[src/rtl/fft_ctrl_pkg.sv]
// Shared definitions for the 256-point radix-2 FFT sequencer.
//   - fsm_state_e : sequencer states
//   - N_LOG2, N, N_BF : FFT size constants
//   - bitrev()    : N_LOG2-bit bit reversal used for input scatter
package fft_ctrl_pkg;

  localparam int N_LOG2 = 8;
  localparam int N      = 1 << N_LOG2;
  localparam int N_BF   = N / 2;

  typedef enum logic [2:0] {
    S_IDLE   = 3'd0,
    S_LOAD   = 3'd1,
    S_CALC   = 3'd2,
    S_DRAIN  = 3'd3,
    S_UNLOAD = 3'd4,
    S_FLUSH  = 3'd5,
    S_DONE   = 3'd6
  } fsm_state_e;

  function automatic logic [N_LOG2-1:0] bitrev(input logic [N_LOG2-1:0] v);
    logic [N_LOG2-1:0] r;
    for (int i = 0; i < N_LOG2; i++) begin
      r[i] = v[N_LOG2-1-i];
    end
    return r;
  endfunction

endpackage

[src/rtl/fft_addr_gen.sv]
// Butterfly address generator (purely combinational).
// Ports:
//   stage   in  : butterfly stage s (0..7)
//   k       in  : butterfly index within the stage (0..127)
//   addr_a  out : top-leg RAM address  = (grp << (s+1)) | pos
//   addr_b  out : bottom-leg RAM address = addr_a + span
//   tw_addr out : twiddle ROM index    = pos << (7-s)
// with span = 1<<s, grp = k>>s, pos = k & (span-1).
module fft_addr_gen
  import fft_ctrl_pkg::*;
(
  input  logic [2:0]        stage,
  input  logic [N_LOG2-2:0] k,
  output logic [N_LOG2-1:0] addr_a,
  output logic [N_LOG2-1:0] addr_b,
  output logic [N_LOG2-2:0] tw_addr
);

  logic [N_LOG2-1:0] k_ext;
  logic [N_LOG2-1:0] span;
  logic [N_LOG2-1:0] mask;
  logic [N_LOG2-1:0] grp;
  logic [N_LOG2-1:0] pos;
  logic [3:0]        grp_shift;

  always_comb begin
    k_ext     = {1'b0, k};
    span      = N_LOG2'(1) << stage;
    mask      = span - N_LOG2'(1);
    grp       = k_ext >> stage;
    pos       = k_ext & mask;
    // Widened so that s+1 does not wrap to 0 at the last stage.
    grp_shift = {1'b0, stage} + 4'd1;
    addr_a    = (grp << grp_shift) | pos;
    // Bit s of addr_a is always 0, so OR-ing span is the same as adding it.
    addr_b    = addr_a | span;
    tw_addr   = pos[N_LOG2-2:0] << (3'(N_LOG2 - 1) - stage);
  end

endmodule

[src/rtl/fft_seq_ctrl.sv]
// Top-level sequencer of the 256-point radix-2 FFT core.
// Loads a frame (bit-reversed scatter), runs 8 in-place butterfly stages with
// a BF_LAT-cycle drain between stages, then streams results in natural order.
// Ports:
//   clk, rst            : clock, synchronous active-high reset
//   start               : begin a frame (only sampled in IDLE)
//   in_valid/in_ready   : input handshake; in_wr_en = in_valid & in_ready
//   in_wr_addr          : bit-reversed RAM write address
//   bf_issue, bf_addr_a, bf_addr_b, tw_addr : butterfly issue port
//   out_ready           : sink credit; out_rd_en = out_ready while UNLOAD
//   out_rd_addr         : natural-order RAM read address
//   out_valid           : out_rd_en delayed one cycle (RAM read latency)
//   stage, busy, done   : status
// Handshakes: a transfer happens in any cycle where both sides of the pair are
// high (in_valid & in_ready, or out_rd_en); in_ready/in_wr_en/out_rd_en are
// combinational from the state and the input, all other outputs are registered
// and line up with the state the FSM is in during that cycle.
module fft_seq_ctrl
  import fft_ctrl_pkg::*;
#(
  parameter int BF_LAT = 4
) (
  input  logic              clk,
  input  logic              rst,
  input  logic              start,
  input  logic              in_valid,
  output logic              in_ready,
  output logic              in_wr_en,
  output logic [N_LOG2-1:0] in_wr_addr,
  output logic              bf_issue,
  output logic [N_LOG2-1:0] bf_addr_a,
  output logic [N_LOG2-1:0] bf_addr_b,
  output logic [N_LOG2-2:0] tw_addr,
  input  logic              out_ready,
  output logic              out_rd_en,
  output logic [N_LOG2-1:0] out_rd_addr,
  output logic              out_valid,
  output logic [2:0]        stage,
  output logic              busy,
  output logic              done
);

  fsm_state_e        state_q, state_d;
  logic [N_LOG2-1:0] idx_q, idx_d;     // load / unload sample index
  logic [N_LOG2-2:0] k_q, k_d;         // butterfly index within a stage
  logic [3:0]        lat_q, lat_d;     // drain cycle counter
  logic [2:0]        stage_q, stage_d;

  logic [N_LOG2-1:0] in_wr_addr_q, out_rd_addr_q;
  logic [N_LOG2-1:0] bf_addr_a_q, bf_addr_b_q;
  logic [N_LOG2-2:0] tw_addr_q;
  logic              bf_issue_q, out_valid_q, busy_q, done_q;

  logic [N_LOG2-1:0] gen_a, gen_b;
  logic [N_LOG2-2:0] gen_tw;

  // Fed with next-state values so the registered addresses line up with
  // the cycle in which bf_issue is high.
  fft_addr_gen u_addr_gen (
    .stage   (stage_d),
    .k       (k_d),
    .addr_a  (gen_a),
    .addr_b  (gen_b),
    .tw_addr (gen_tw)
  );

  always_comb begin
    state_d   = state_q;
    idx_d     = idx_q;
    k_d       = k_q;
    lat_d     = lat_q;
    stage_d   = stage_q;
    in_ready  = 1'b0;
    out_rd_en = 1'b0;
    case (state_q)
      S_IDLE: begin
        if (start) begin
          state_d = S_LOAD;
          idx_d   = '0;
          k_d     = '0;
          stage_d = '0;
        end
      end
      S_LOAD: begin
        in_ready = 1'b1;
        if (in_valid) begin
          if (idx_q == N_LOG2'(N - 1)) begin
            state_d = S_CALC;
            idx_d   = '0;
            k_d     = '0;
            stage_d = '0;
          end else begin
            idx_d = idx_q + N_LOG2'(1);
          end
        end
      end
      S_CALC: begin
        if (k_q == (N_LOG2 - 1)'(N_BF - 1)) begin
          state_d = S_DRAIN;
          lat_d   = '0;
        end else begin
          k_d = k_q + (N_LOG2 - 1)'(1);
        end
      end
      S_DRAIN: begin
        // Lets the last write-backs of this stage land before the next
        // stage reads them.
        if (lat_q == 4'(BF_LAT - 1)) begin
          if (stage_q == 3'(N_LOG2 - 1)) begin
            state_d = S_UNLOAD;
            idx_d   = '0;
          end else begin
            state_d = S_CALC;
            stage_d = stage_q + 3'd1;
            k_d     = '0;
          end
        end else begin
          lat_d = lat_q + 4'd1;
        end
      end
      S_UNLOAD: begin
        out_rd_en = out_ready;
        if (out_ready) begin
          if (idx_q == N_LOG2'(N - 1)) begin
            state_d = S_FLUSH;
          end else begin
            idx_d = idx_q + N_LOG2'(1);
          end
        end
      end
      S_FLUSH: state_d = S_DONE;
      S_DONE:  state_d = S_IDLE;
      default: state_d = S_IDLE;
    endcase
  end

  assign in_wr_en = in_valid & in_ready;

  always_ff @(posedge clk) begin
    if (rst) begin
      state_q       <= S_IDLE;
      idx_q         <= '0;
      k_q           <= '0;
      lat_q         <= '0;
      stage_q       <= '0;
      in_wr_addr_q  <= '0;
      out_rd_addr_q <= '0;
      bf_addr_a_q   <= '0;
      bf_addr_b_q   <= '0;
      tw_addr_q     <= '0;
      bf_issue_q    <= 1'b0;
      out_valid_q   <= 1'b0;
      busy_q        <= 1'b0;
      done_q        <= 1'b0;
    end else begin
      state_q     <= state_d;
      idx_q       <= idx_d;
      k_q         <= k_d;
      lat_q       <= lat_d;
      stage_q     <= stage_d;
      bf_issue_q  <= (state_d == S_CALC);
      out_valid_q <= out_rd_en;
      busy_q      <= (state_d != S_IDLE);
      done_q      <= (state_d == S_DONE);
      if (state_d == S_LOAD) begin
        in_wr_addr_q <= bitrev(idx_d);
      end
      if (state_d == S_UNLOAD) begin
        out_rd_addr_q <= idx_d;
      end
      if (state_d == S_CALC) begin
        bf_addr_a_q <= gen_a;
        bf_addr_b_q <= gen_b;
        tw_addr_q   <= gen_tw;
      end
    end
  end

  assign in_wr_addr  = in_wr_addr_q;
  assign bf_issue    = bf_issue_q;
  assign bf_addr_a   = bf_addr_a_q;
  assign bf_addr_b   = bf_addr_b_q;
  assign tw_addr     = tw_addr_q;
  assign out_rd_addr = out_rd_addr_q;
  assign out_valid   = out_valid_q;
  assign stage       = stage_q;
  assign busy        = busy_q;
  assign done        = done_q;

endmodule
[config.mk]
export PLATFORM = sky130hd
export DESIGN_NAME = fft_seq_ctrl
export DESIGN_NICKNAME = d
export VERILOG_FILES = /design/src/rtl/fft_ctrl_pkg.sv /design/src/rtl/fft_addr_gen.sv /design/src/rtl/fft_seq_ctrl.sv
export SDC_FILE = /design/constraint.sdc
export NUM_CORES = 1
export LEC_CHECK = 0
export CORE_ASPECT_RATIO = 0.5
export CORE_MARGIN = 2
export CORE_UTILIZATION = 50
export CTS_CLUSTER_SIZE = 24
export DETAILED_ROUTE_END_ITERATION = 7
export PLACE_DENSITY = 0.8
export SETUP_SLACK_MARGIN = 0.05
export SLEW_MARGIN = 0
export SYNTH_ARGS = -nofsm -noshare
export SYNTH_HDL_FRONTEND = slang
export SYNTH_SLANG_ARGS = --single-unit
export TNS_END_PERCENT = 5
[constraint.sdc]
create_clock -name clk -period 5.2 [get_ports clk]
set_input_delay 1.56 -clock clk [delete_from_list [all_inputs] [get_ports clk]]
set_output_delay 1.56 -clock clk [all_outputs]
set_load 0.005 [all_outputs]
==> qor.yml <==
logic_synthesis:
  synth_top_area_frac: 0.333
  synth_nets: 532
  yosysSeqAreaShare: 0.333
  synth_cell_types: 78
  synth_area_leader_cell: "dfxtp_1"
  syn_inst: 515
  synth_area_per_cell_um2: 7.95
  ys.flop_type: "dfxtp_1"
  synth_seq_cells: 68
  synth-edff-count: 0
  synthArstFlopShare: 0
  synth_area_um2: 4090
  ys_warn_count: 0
  ys_top_cells_by_area: "dfxtp_1, nor2_1, a211oi_1"
sta:
  hold_ws_ns: 0.456
  rsz0062_at_grt: "no"
  finalSetupTns_ns: 0
  hold_violations: 0
  setup_viol: 0
  slew_violations: 0
  fin_skew_ns: 0.00572
  worst_pin_slew_ns: 0.901
  period_minus_slack_ns: 4.83
  slew_headroom: 0.395
  period_share: 0.929
  max_freq_mhz: 207
die:
  io_pins: 54
  initial_core_util: 0.514
  die_h_um: 68.0
  core_um2: 7970
  rows: 23
  die-area_um2: 8970
  die_w_um: 132
power_and_ir_drop:
  p_comb_frac: 0.047
  vdd_drop_max_mv: 0.161
  p_leak_nw: 1.83
  p_switching_w: 0.000296
  seqPwrFrac: 0.414
  finalPower_w: 0.00128
  p_int_w: 0.000988
  clkPwrFrac: 0.540
  swShare: 0.231
  power.density_nw_per_um2: 254
clocking:
  h-tree-depth: 3
  clk_path_buf_depth: 2
  root_buffer: "clkbuf_16"
  clk_latency_ns: 0.35
  cts.sinks: 68
  tritoncts: "done"
  clkTransAtPathRegs_ns: 0.06
  numCtsBuffers: 9
  post_cts_buffers: 0
global_route:
  grt_max_degree: 44
  grt-ovfl-total: 0
  gr-usage-all-layers: 0.259
  grt_pass1_vias: 3679
  grt_pass1_wl_um: 18500
  antenna_found_initial: 0
worst_setup_path:
  crit_start: "start"
  r2r_slack_ns: 1.10
  crit_end: "bf_addr_b[4]"
  crit_required_ns: 5.46
  arrival_ns: 5.09
  rr_worst_depth: 13
  critical_path_class: "in2reg"
  end_kind: "flop"
  critPathLaunchType: "input pin"
  r2r-start: "state_q[0]"
  crit_fanout: 9
  r2r_end: "tw_addr[6]"
job:
  maxCapViolations: 0
status:
  status: "complete, no violations"
drt:
  avgRoutedWirePerCell_um: 16.8
  drtIter0Drc: 576
  dr_wl_met2_um: 5060
  drc: 0
  drtPass1Iterations: 6
  ant_nets: 0
  via_count: 4220
  wl_met1_um: 5160
  viasPerCell: 6.19
  dr_wl_met3_um: 1000
  routed.top_layer: "met4"
  drt_wl_total_um: 11500
final_layout:
  nets: 582
  final_cell_mix: "nor2_1, dfxtp_1, clkdlybuf4s50_1"
  area_delta_synth_final_pct: 23.7
  diodes: 0
  fillers: 705
  final_common_cell: "nor2_1"
  post_route_cells_drive_above_1_share: 0.121
placement:
  portBuffers: 53
  dp_hpwl_um: 7990
  place_congestion: 0.967
hold_path:
  min_path_type: "reg2reg"
[power by group through the flow]
stage,combinational (W),clock (W),sequential (W)
after global placement,0.0000584,0,0.000543
after detailed placement,0.0000590,0,0.000543
after floorplan,0.0000384,0,0.000541
after CTS,0.0000595,0.000697,0.000532
final,0.0000598,0.000693,0.000532
after global routing,0.0000655,0.000721,0.000533
[worst max-delay path, stage by stage]
cell             delay (ns)
clkdlybuf4s50_1        0.49
nand2b_1               0.10
a31o_2                 0.33
o41ai_2                0.42
and2_4                 0.24
inv_2                  0.09
ha_1                   0.22
ha_1                   0.19
inv_1                  0.07
nand2_1                0.11
or3_1                  0.38
a21oi_2                0.28
nor2_1                 0.08
o311ai_1               0.14
o32ai_2                0.15
a211oi_1               0.23
[Yosys cell counts (4+ instances only)]
cell type   n
nand3_1    15
a21oi_1    32
ha_1       12
buf_2       9
a211oi_1   26
a31oi_1    14
a311oi_1    5
and3_1      8
nor3b_1     4
nor3_1     23
o21ai_0    17
a21boi_0    4
or3_1       8
nand2_1    49
dfxtp_1    68
a211oi_2    5
inv_1      10
and2_1      4
clkbuf_1   16
nor2_1     87
nand4_1     8
[area by class of cell]
type | count | area [um^2] | area share
sequential | 68 | 1360 | 0.269
timing repair buffer | 70 | 653 | 0.129
clock buffer | 10 | 239 | 0.0472
clock inverter | 6 | 95.1 | 0.0188
inverter | 13 | 48.8 | 0.00964
tap | 112 | 140 | 0.0277
multi-input combinational | 403 | 2530 | 0.499
[worst min path at each step]
stage | start | end | slack, ns | depth (start not counted)
2_1_floorplan | tw_addr[0] | tw_addr[0] | 0.45 | 2
3_3_place_gp | tw_addr[1] | tw_addr[1] | 0.44 | 2
3_5_place_dp | tw_addr[0] | tw_addr[0] | 0.45 | 2
4_1_cts | tw_addr[1] | tw_addr[1] | 0.46 | 2
5_1_grt | tw_addr[1] | tw_addr[1] | 0.49 | 2
6_report | tw_addr[1] | tw_addr[1] | 0.46 | 2
[registers in the layout, indices dropped and copies added (netlist names)]
| name | flops |
|---|---|
| in_wr_addr | 8 |
| stage | 3 |
| bf_addr_a | 8 |
| state_q | 3 |
| k_q | 7 |
| lat_q | 4 |
| tw_addr | 7 |
| done | 1 |
| out_rd_addr | 8 |
| bf_addr_b | 8 |
| idx_q | 8 |
| bf_issue | 1 |
| busy | 1 |
| out_valid | 1 |
[cells by family (layout without fill, tap and decap cells)]
logic type / count (synthesis) / count (layout) / synth area share
DFF: 68 / 68 / 0.333
xor gates and xnor gates: 4 / 4 / 0.00856
buffers and inverters: 44 / 99 / 0.0513
adders and majority gates: 12 / 12 / 0.0367
muxes: 5 / 5 / 0.0159
AOI/OAI and AO/OA: 154 / 154 / 0.283
and+or+nand+nor: 228 / 228 / 0.272
[metal layers]
| layer | GRT usage | vias up |
|---|---|---|
| met5 | 0 | - |
| met2 | 0.412 | 200 |
| li1 | - | 2017 |
| met4 | 0.113 | 0 |
| met1 | 0.340 | 1974 |
| met3 | 0.0644 | 29 |
[per-stage QoR]
stage / area (um^2) / cells / setup WS [ns] / utilization
floorplan: 4090 / 515 / 0.594 / -
global placement: 4730 / 666 / 0.191 / 0.593
detailed placement: 4730 / 666 / 0.0753 / 0.593
CTS: 5060 / 682 / 0.373 / 0.635
global route: 5060 / 682 / 0.105 / 0.635
finish: 5060 / 682 / 0.369 / 0.635
[what timing repair did]
action                     4_1_cts  5_1_grt
hold buffers                     0        0
setup endpoints to repair        0        1
gates resized for setup          0        1
Note: power is estimated with default switching activity, not from simulation.
